## config.mk

```make
export PLATFORM = sky130hd
export DESIGN_NAME = byte_bus_bridge
export DESIGN_NICKNAME = d
export VERILOG_FILES = /design/src/rtl/byte_bus_bridge_pkg.sv /design/src/rtl/bridge_addr_decode.sv /design/src/rtl/byte_bus_bridge.sv
export SDC_FILE = /design/constraint.sdc
export NUM_CORES = 1
export LEC_CHECK = 0
export ABC_AREA = 1
export BUFFER_PORTS_ARGS = -buffer_cell sky130_fd_sc_hd__buf_2
export CORE_MARGIN = 1
export CORE_UTILIZATION = 33
export DETAILED_ROUTE_END_ITERATION = 8
export GPL_ROUTABILITY_DRIVEN = 0
export PLACE_DENSITY = 0.58
export SYNTH_ARGS = -nofsm -noshare
export SYNTH_HDL_FRONTEND = slang
export SYNTH_HIERARCHICAL = 1
export SYNTH_SLANG_ARGS = --single-unit
```

## constraint.sdc

```tcl
create_clock -name i_clk -period 9.5 [get_ports i_clk]
set_input_delay 1.9 -clock i_clk [delete_from_list [all_inputs] [get_ports i_clk]]
set_output_delay 1.9 -clock i_clk [all_outputs]
set_load 0.005 [all_outputs]
```

## src/rtl/byte_bus_bridge_pkg.sv

```systemverilog
// Shared definitions for the byte bus bridge: FSM state encoding, legal
// transaction sizes and a size-legality helper.
package byte_bus_bridge_pkg;

    typedef enum logic [2:0] {
        ST_IDLE   = 3'd0,
        ST_DECODE = 3'd1,
        ST_REQ    = 3'd2,
        ST_WAIT   = 3'd3,
        ST_DONE   = 3'd4
    } state_e;

    localparam int unsigned SZ_B = 32'd1;
    localparam int unsigned SZ_H = 32'd2;
    localparam int unsigned SZ_W = 32'd4;
    localparam int unsigned SZ_D = 32'd8;

    // A byte count is legal when it is 1, 2, 4, or 8 on a 64-bit bus.
    function automatic logic size_is_legal(input int unsigned n, input int unsigned bytes);
        return (n == SZ_B) || (n == SZ_H) || (n == SZ_W) ||
               ((n == SZ_D) && (bytes == SZ_D));
    endfunction

endpackage

```

## src/rtl/bridge_addr_decode.sv

```systemverilog
// Combinational address decoder: one base/mask comparator per slave followed
// by a lowest-index priority pick. Kept standalone so other fabrics can reuse it.
module bridge_addr_decode
    import byte_bus_bridge_pkg::*;
#(
    parameter int                        NUM_SLAVES = 8,
    parameter logic [32*NUM_SLAVES-1:0]  SLAVE_BASE = {NUM_SLAVES{32'h0}},
    parameter logic [32*NUM_SLAVES-1:0]  SLAVE_MASK = {NUM_SLAVES{32'h0}}
) (
    input  logic [31:0]            i_addr,
    output logic [NUM_SLAVES-1:0]  o_hit,
    output logic                   o_any_hit
);

    localparam logic [NUM_SLAVES-1:0] ONE = NUM_SLAVES'(1);

    logic [NUM_SLAVES-1:0] raw_hit_s;

    // Compare the address against every slave window.
    always_comb begin
        raw_hit_s = '0;
        for (int k = 0; k < NUM_SLAVES; k++) begin
            raw_hit_s[k] = ((i_addr & SLAVE_MASK[32*k +: 32]) == SLAVE_BASE[32*k +: 32]);
        end
    end

    // Keep only the lowest set bit so overlapping windows resolve to the lowest index.
    always_comb begin
        o_hit     = raw_hit_s & (~raw_hit_s + ONE);
        o_any_hit = |raw_hit_s;
    end

endmodule

```

## src/rtl/byte_bus_bridge.sv

```systemverilog
// Byte bus bridge: accepts one 1/2/4/8-byte CPU transaction, serialises it
// into byte requests to the decoded slave, assembles read bytes and returns a
// single completion pulse with error status.
module byte_bus_bridge
    import byte_bus_bridge_pkg::*;
#(
    parameter int                        NUM_SLAVES  = 8,
    parameter int                        DATA_W      = 32,
    parameter logic [32*NUM_SLAVES-1:0]  SLAVE_BASE  = {NUM_SLAVES{32'h0}},
    parameter logic [32*NUM_SLAVES-1:0]  SLAVE_MASK  = {NUM_SLAVES{32'h0}},
    parameter int                        TIMEOUT_CYC = 1024
) (
    input  logic                           i_clk,
    input  logic                           i_rst,
    input  logic [DATA_W-1:0]              i_bus_data,
    input  logic [31:0]                    i_bus_address,
    input  logic                           i_bus_DV,
    input  logic [$clog2(DATA_W/8):0]      i_bhw,
    input  logic                           i_write_notread,
    output logic                           o_bus_ready,
    output logic                           o_bus_DV,
    output logic                           o_bus_err,
    output logic [DATA_W-1:0]              o_bus_data,
    output logic [NUM_SLAVES-1:0]          o_sub_request,
    output logic                           o_sub_write,
    output logic [31:0]                    o_sub_address,
    output logic [7:0]                     o_sub_data,
    input  logic [8*NUM_SLAVES-1:0]        i_sub_data,
    input  logic [NUM_SLAVES-1:0]          i_sub_DV
);

    localparam int BYTES  = DATA_W / 8;
    localparam int SIZE_W = $clog2(BYTES) + 1;
    localparam int CNT_W  = $clog2(BYTES);
    localparam int TMO_W  = $clog2(TIMEOUT_CYC) + 1;
    // The counter is checked before it increments, so comparing against
    // TIMEOUT_CYC-2 lands DONE exactly TIMEOUT_CYC cycles after the request.
    localparam logic [TMO_W-1:0] TMO_LAST = TMO_W'(TIMEOUT_CYC - 2);

    state_e                  state_q, state_d;
    logic [DATA_W-1:0]       data_q, data_d;
    logic [31:0]             addr_q, addr_d;
    logic [SIZE_W-1:0]       size_q, size_d;
    logic                    write_q, write_d;
    logic [CNT_W-1:0]        cnt_q, cnt_d;
    logic [TMO_W-1:0]        tmo_q, tmo_d;
    logic [NUM_SLAVES-1:0]   sel_q, sel_d;
    logic                    err_q, err_d;

    logic                    ready_q, ready_d;
    logic                    bus_dv_q, bus_dv_d;
    logic                    bus_err_q, bus_err_d;
    logic [DATA_W-1:0]       bus_data_q, bus_data_d;
    logic [NUM_SLAVES-1:0]   sub_req_q, sub_req_d;
    logic                    sub_write_q, sub_write_d;
    logic [31:0]             sub_addr_q, sub_addr_d;
    logic [7:0]              sub_data_q, sub_data_d;

    logic [NUM_SLAVES-1:0]   hit_s;
    logic                    any_hit_s;
    logic                    size_ok_s;
    logic                    last_s;
    logic                    dv_hit_s;
    logic [CNT_W-1:0]        cnt_inc_s;
    logic [7:0]              rd_byte_s;

    bridge_addr_decode #(
        .NUM_SLAVES (NUM_SLAVES),
        .SLAVE_BASE (SLAVE_BASE),
        .SLAVE_MASK (SLAVE_MASK)
    ) u_decode (
        .i_addr    (addr_q),
        .o_hit     (hit_s),
        .o_any_hit (any_hit_s)
    );

    assign size_ok_s = size_is_legal(32'(size_q), 32'(BYTES));
    assign last_s    = ({1'b0, cnt_q} == (size_q - SIZE_W'(1)));
    assign dv_hit_s  = |(i_sub_DV & sel_q);
    assign cnt_inc_s = cnt_q + CNT_W'(1);

    // Pick the read byte of the selected slave; sel_q is one-hot so an OR works.
    always_comb begin
        rd_byte_s = 8'h00;
        for (int k = 0; k < NUM_SLAVES; k++) begin
            if (sel_q[k]) begin
                rd_byte_s = rd_byte_s | i_sub_data[8*k +: 8];
            end else begin
                rd_byte_s = rd_byte_s;
            end
        end
    end

    // Next-state and next-output logic for the transaction sequencer.
    always_comb begin
        state_d     = state_q;
        data_d      = data_q;
        addr_d      = addr_q;
        size_d      = size_q;
        write_d     = write_q;
        cnt_d       = cnt_q;
        tmo_d       = tmo_q;
        sel_d       = sel_q;
        err_d       = err_q;
        bus_data_d  = bus_data_q;
        bus_dv_d    = 1'b0;
        bus_err_d   = 1'b0;
        sub_req_d   = '0;
        sub_write_d = 1'b0;
        sub_addr_d  = sub_addr_q;
        sub_data_d  = sub_data_q;

        case (state_q)
            ST_IDLE: begin
                if (i_bus_DV) begin
                    data_d     = i_bus_data;
                    addr_d     = i_bus_address;
                    size_d     = i_bhw;
                    write_d    = i_write_notread;
                    bus_data_d = '0;
                    cnt_d      = '0;
                    sel_d      = '0;
                    err_d      = 1'b0;
                    state_d    = ST_DECODE;
                end else begin
                    state_d    = ST_IDLE;
                end
            end

            ST_DECODE: begin
                sel_d = hit_s;
                if (any_hit_s && size_ok_s) begin
                    cnt_d       = '0;
                    tmo_d       = '0;
                    sub_req_d   = hit_s;
                    sub_write_d = write_q;
                    sub_addr_d  = addr_q;
                    sub_data_d  = data_q[7:0];
                    state_d     = ST_REQ;
                end else begin
                    err_d       = 1'b1;
                    bus_dv_d    = 1'b1;
                    bus_err_d   = 1'b1;
                    state_d     = ST_DONE;
                end
            end

            ST_REQ: begin
                tmo_d   = '0;
                state_d = ST_WAIT;
            end

            ST_WAIT: begin
                if (dv_hit_s) begin
                    if (!write_q) begin
                        bus_data_d[{cnt_q, 3'b000} +: 8] = rd_byte_s;
                    end else begin
                        bus_data_d = bus_data_q;
                    end
                    if (last_s) begin
                        bus_dv_d  = 1'b1;
                        bus_err_d = err_q;
                        state_d   = ST_DONE;
                    end else begin
                        // Address wraps modulo 2^32; select stays on the decoded slave.
                        cnt_d       = cnt_inc_s;
                        sub_req_d   = sel_q;
                        sub_write_d = write_q;
                        sub_addr_d  = addr_q + 32'(cnt_inc_s);
                        sub_data_d  = data_q[{cnt_inc_s, 3'b000} +: 8];
                        state_d     = ST_REQ;
                    end
                end else if (tmo_q == TMO_LAST) begin
                    err_d     = 1'b1;
                    bus_dv_d  = 1'b1;
                    bus_err_d = 1'b1;
                    state_d   = ST_DONE;
                end else begin
                    tmo_d     = tmo_q + TMO_W'(1);
                end
            end

            ST_DONE: begin
                state_d = ST_IDLE;
            end

            default: begin
                state_d = ST_IDLE;
            end
        endcase

        ready_d = (state_d == ST_IDLE);
    end

    // State and output registers; reset drops any transaction in flight.
    always_ff @(posedge i_clk or posedge i_rst) begin
        if (i_rst) begin
            state_q     <= ST_IDLE;
            data_q      <= '0;
            addr_q      <= 32'h0;
            size_q      <= '0;
            write_q     <= 1'b0;
            cnt_q       <= '0;
            tmo_q       <= '0;
            sel_q       <= '0;
            err_q       <= 1'b0;
            ready_q     <= 1'b1;
            bus_dv_q    <= 1'b0;
            bus_err_q   <= 1'b0;
            bus_data_q  <= '0;
            sub_req_q   <= '0;
            sub_write_q <= 1'b0;
            sub_addr_q  <= 32'h0;
            sub_data_q  <= 8'h00;
        end else begin
            state_q     <= state_d;
            data_q      <= data_d;
            addr_q      <= addr_d;
            size_q      <= size_d;
            write_q     <= write_d;
            cnt_q       <= cnt_d;
            tmo_q       <= tmo_d;
            sel_q       <= sel_d;
            err_q       <= err_d;
            ready_q     <= ready_d;
            bus_dv_q    <= bus_dv_d;
            bus_err_q   <= bus_err_d;
            bus_data_q  <= bus_data_d;
            sub_req_q   <= sub_req_d;
            sub_write_q <= sub_write_d;
            sub_addr_q  <= sub_addr_d;
            sub_data_q  <= sub_data_d;
        end
    end

    assign o_bus_ready   = ready_q;
    assign o_bus_DV      = bus_dv_q;
    assign o_bus_err     = bus_err_q;
    assign o_bus_data    = bus_data_q;
    assign o_sub_request = sub_req_q;
    assign o_sub_write   = sub_write_q;
    assign o_sub_address = sub_addr_q;
    assign o_sub_data    = sub_data_q;

endmodule

```

==> metrics <==
status=finished clean; HP Class=flip-flop to flip-flop; RR Startpoint=cnt_q[0]; Bufs on Longest Clock Path=2; Clock transition at path regs=0.07 ns; worst ir drop on vdd=0.141 mV; Filler cells=2809; r2r endpoint=o_sub_address[26]; f_max=0.263 GHz; CP Launch Type=flip-flop; Worst-Skew Late Latency=0.43 ns; Critical Path End Type=flip-flop; Final Skew=0.0102 ns; Register Area=4430 um^2; critical path class=flip-flop to flip-flop; DR iter-0 viols=444; layout cell share with drive strength beyond 1=27.6%; Hold EP=o_sub_data[0]; Core Footprint=27200 um^2; largest net degree at the start of global routing=69; TritonCTS clock tree=built; grt ovf=0; CTS sink cnt=177; setup TNS=0 ns; Tmin final=3.80 ns; hold_buf cts=0; worst hold stages=2; area delta synth->final=21.3%; post-layout util=41.3%; Synth warnings=6; Die ar.=28700 um^2; FF+latch count, synth=177; HPWL Detailed=18100 um; synthesized cell area=9240 um^2; Post-synth EDFFs=0; asr flop ratio synth=100%; r2r worst-path depth=10; Multi-input gate area=4180 um^2; relative slew slack=41.6%; initial core utilization=34.0%; width of the die=169 um; Worst Tran Pin Value=0.877 ns; DR pass1 iterations=5; Vias per Instance=4.60; Root Driver=clkbuf_16; Pwr Density=278 nW/um^2; Post-synth top flop=dfrtp_1; number of global-route vias before repair=7616; Unique masters post-synth=45; RSZ-0062 raised after global routing=no; Post-route DRC=0; nets=1473; Worst Setup SP=cnt_q[0]; leak pwr=5.61 nW; Arrival @ worst endpoint=4.13 ns; post-synthesis sequential area ratio=48.0%; Post-Route WL=24500 um; total vias in the final route=7841; Data required, critical path=9.82 ns; post-route ant nets=0; Final Hold Vio Count=0; port bufs=226; Slew Viols, Final=0; Mean Syn Cell Area=8.32 um^2; hold_sp=o_sub_data[0]; Ports=227; Die H=169 um; Final period util=40.0%; Max FO, Critical Path=21; global-route wire length before repair=39700 um; cts repair resizes=0; Setup violations, final=0; Num CTS Buffers=17; DR WL/cell=14.4 um; reg2reg setup slack=5.70 ns; Global Route Usage Sum=17.7%; initial antenna violation count=1; Row Count=60; Post-CTS Setup Bufs=0; maximum level of the CTS H-tree=4; max_cap viols=0; Post-Synthesis Cells=1111; Total Power=0.00312 W
[registers in the layout, summed over array words and instances, names as in the netlist, 2 cells and up]
register / count
o_bus_data: 32
o_sub_data: 8
sel_q: 8
cnt_q: 2
state_q: 3
o_sub_address: 32
data_q: 32
size_q: 3
addr_q: 32
o_sub_request: 8
tmo_q: 11
[cell usage after synthesis, types with 3 or more instances]
cell,n,area [um^2]
o21ai_2,22,193
a21oi_1,53,265
ha_1,12,150
nor2_2,4,25.0
nand2_4,5,56.3
buf_6,6,67.6
nand3_1,61,305
o22ai_1,16,100
o21a_1,3,22.5
inv_1,87,327
or2_2,16,100
nand3_2,3,30.0
xor2_1,20,175
nor3_1,9,45.0
clkinv_1,3,11.3
buf_4,16,120
mux2_2,39,439
nand2_1,351,1320
dfrtp_1,176,4400
o21ai_1,10,50.1
nand2_2,3,18.8
o21ai_0,30,150
nand4_1,13,81.3
buf_2,24,120
xnor2_1,5,43.8
nor2_1,98,368
buf_1,3,11.3
[per-stage QoR]
stage,cells,hold slack [ns],setup slack [ns],area (um^2)
2_1_floorplan,1118,0.465,2.80,9270
3_5_place_dp,1670,0.465,5.36,10600
6_report,1703,0.478,5.70,11200
5_1_grt,1702,0.502,5.33,11200
4_1_cts,1702,0.485,5.63,11200
3_3_place_gp,1670,0.450,5.39,10600
[how the worst max path moves through the flow]
stage / to / slack [ns] / cells past startpoint
6_report: o_sub_address[26] / 5.70 / 10
5_1_grt: o_sub_address[26] / 5.33 / 11
4_1_cts: o_sub_address[30] / 5.63 / 10
3_5_place_dp: addr_q[24] / 5.36 / 4
3_3_place_gp: o_sub_address[28] / 5.39 / 4
2_1_floorplan: addr_q[0] / 2.80 / 1
[placed cells by master, fill, tap and decap left out, drive strengths merged, types with 20 or more instances in the layout]
cell type	synthesis	final
inv	89	96
nor2	104	104
buf	49	230
a21oi	53	53
dfrtp	176	176
o21ai	63	63
mux2	39	39
nand3	65	65
xor2	20	20
nand2	359	359
[per-layer routing]
layer	share of wire (%)	GRT usage, %	vias up
li1	-	-	3960
met4	1.7	5.25	2
met1	47	23.6	3670
met3	5.8	4.29	24
met5	0.053	0	-
met2	45	28.2	185
[cell families after synthesis]
family	share of synthesized area (%)
AO/OA/AOI/OAI	9.10
other	0.0813
buffers and inverters	7.25
XOR/XNOR	2.37
adder cells (fa/ha/maj)	1.84
AND/OR/NAND/NOR	26.7
flip-flops	48.0
multiplexers	4.75
[report_power, final]
part,internal (W),switching [W]
logic,0.000441,0.000670
clock network,0.000423,0.000324
registers,0.00102,0.000237
[worst max-delay path: stages, from the launching register on]
cell,delay [ns]
dfrtp_1,0.63
clkinv_1,0.70
ha_1,0.89
fa_1,0.33
nand3_1,0.09
nor2_1,0.35
nand3_4,0.16
nor2_4,0.27
nand4_1,0.12
nand3_1,0.10
nand2_1,0.06
[layout make-up]
cell class	instances	area share, %
diodes	1	0.0223
clock buffers	17	3.79
clock inverters	15	1.76
inverters	92	3.12
multi-input cells	799	37.3
flip-flops and latches	177	39.5
well taps	372	4.15
repair buffers	230	10.4
(Power assumes the default switching activity.)
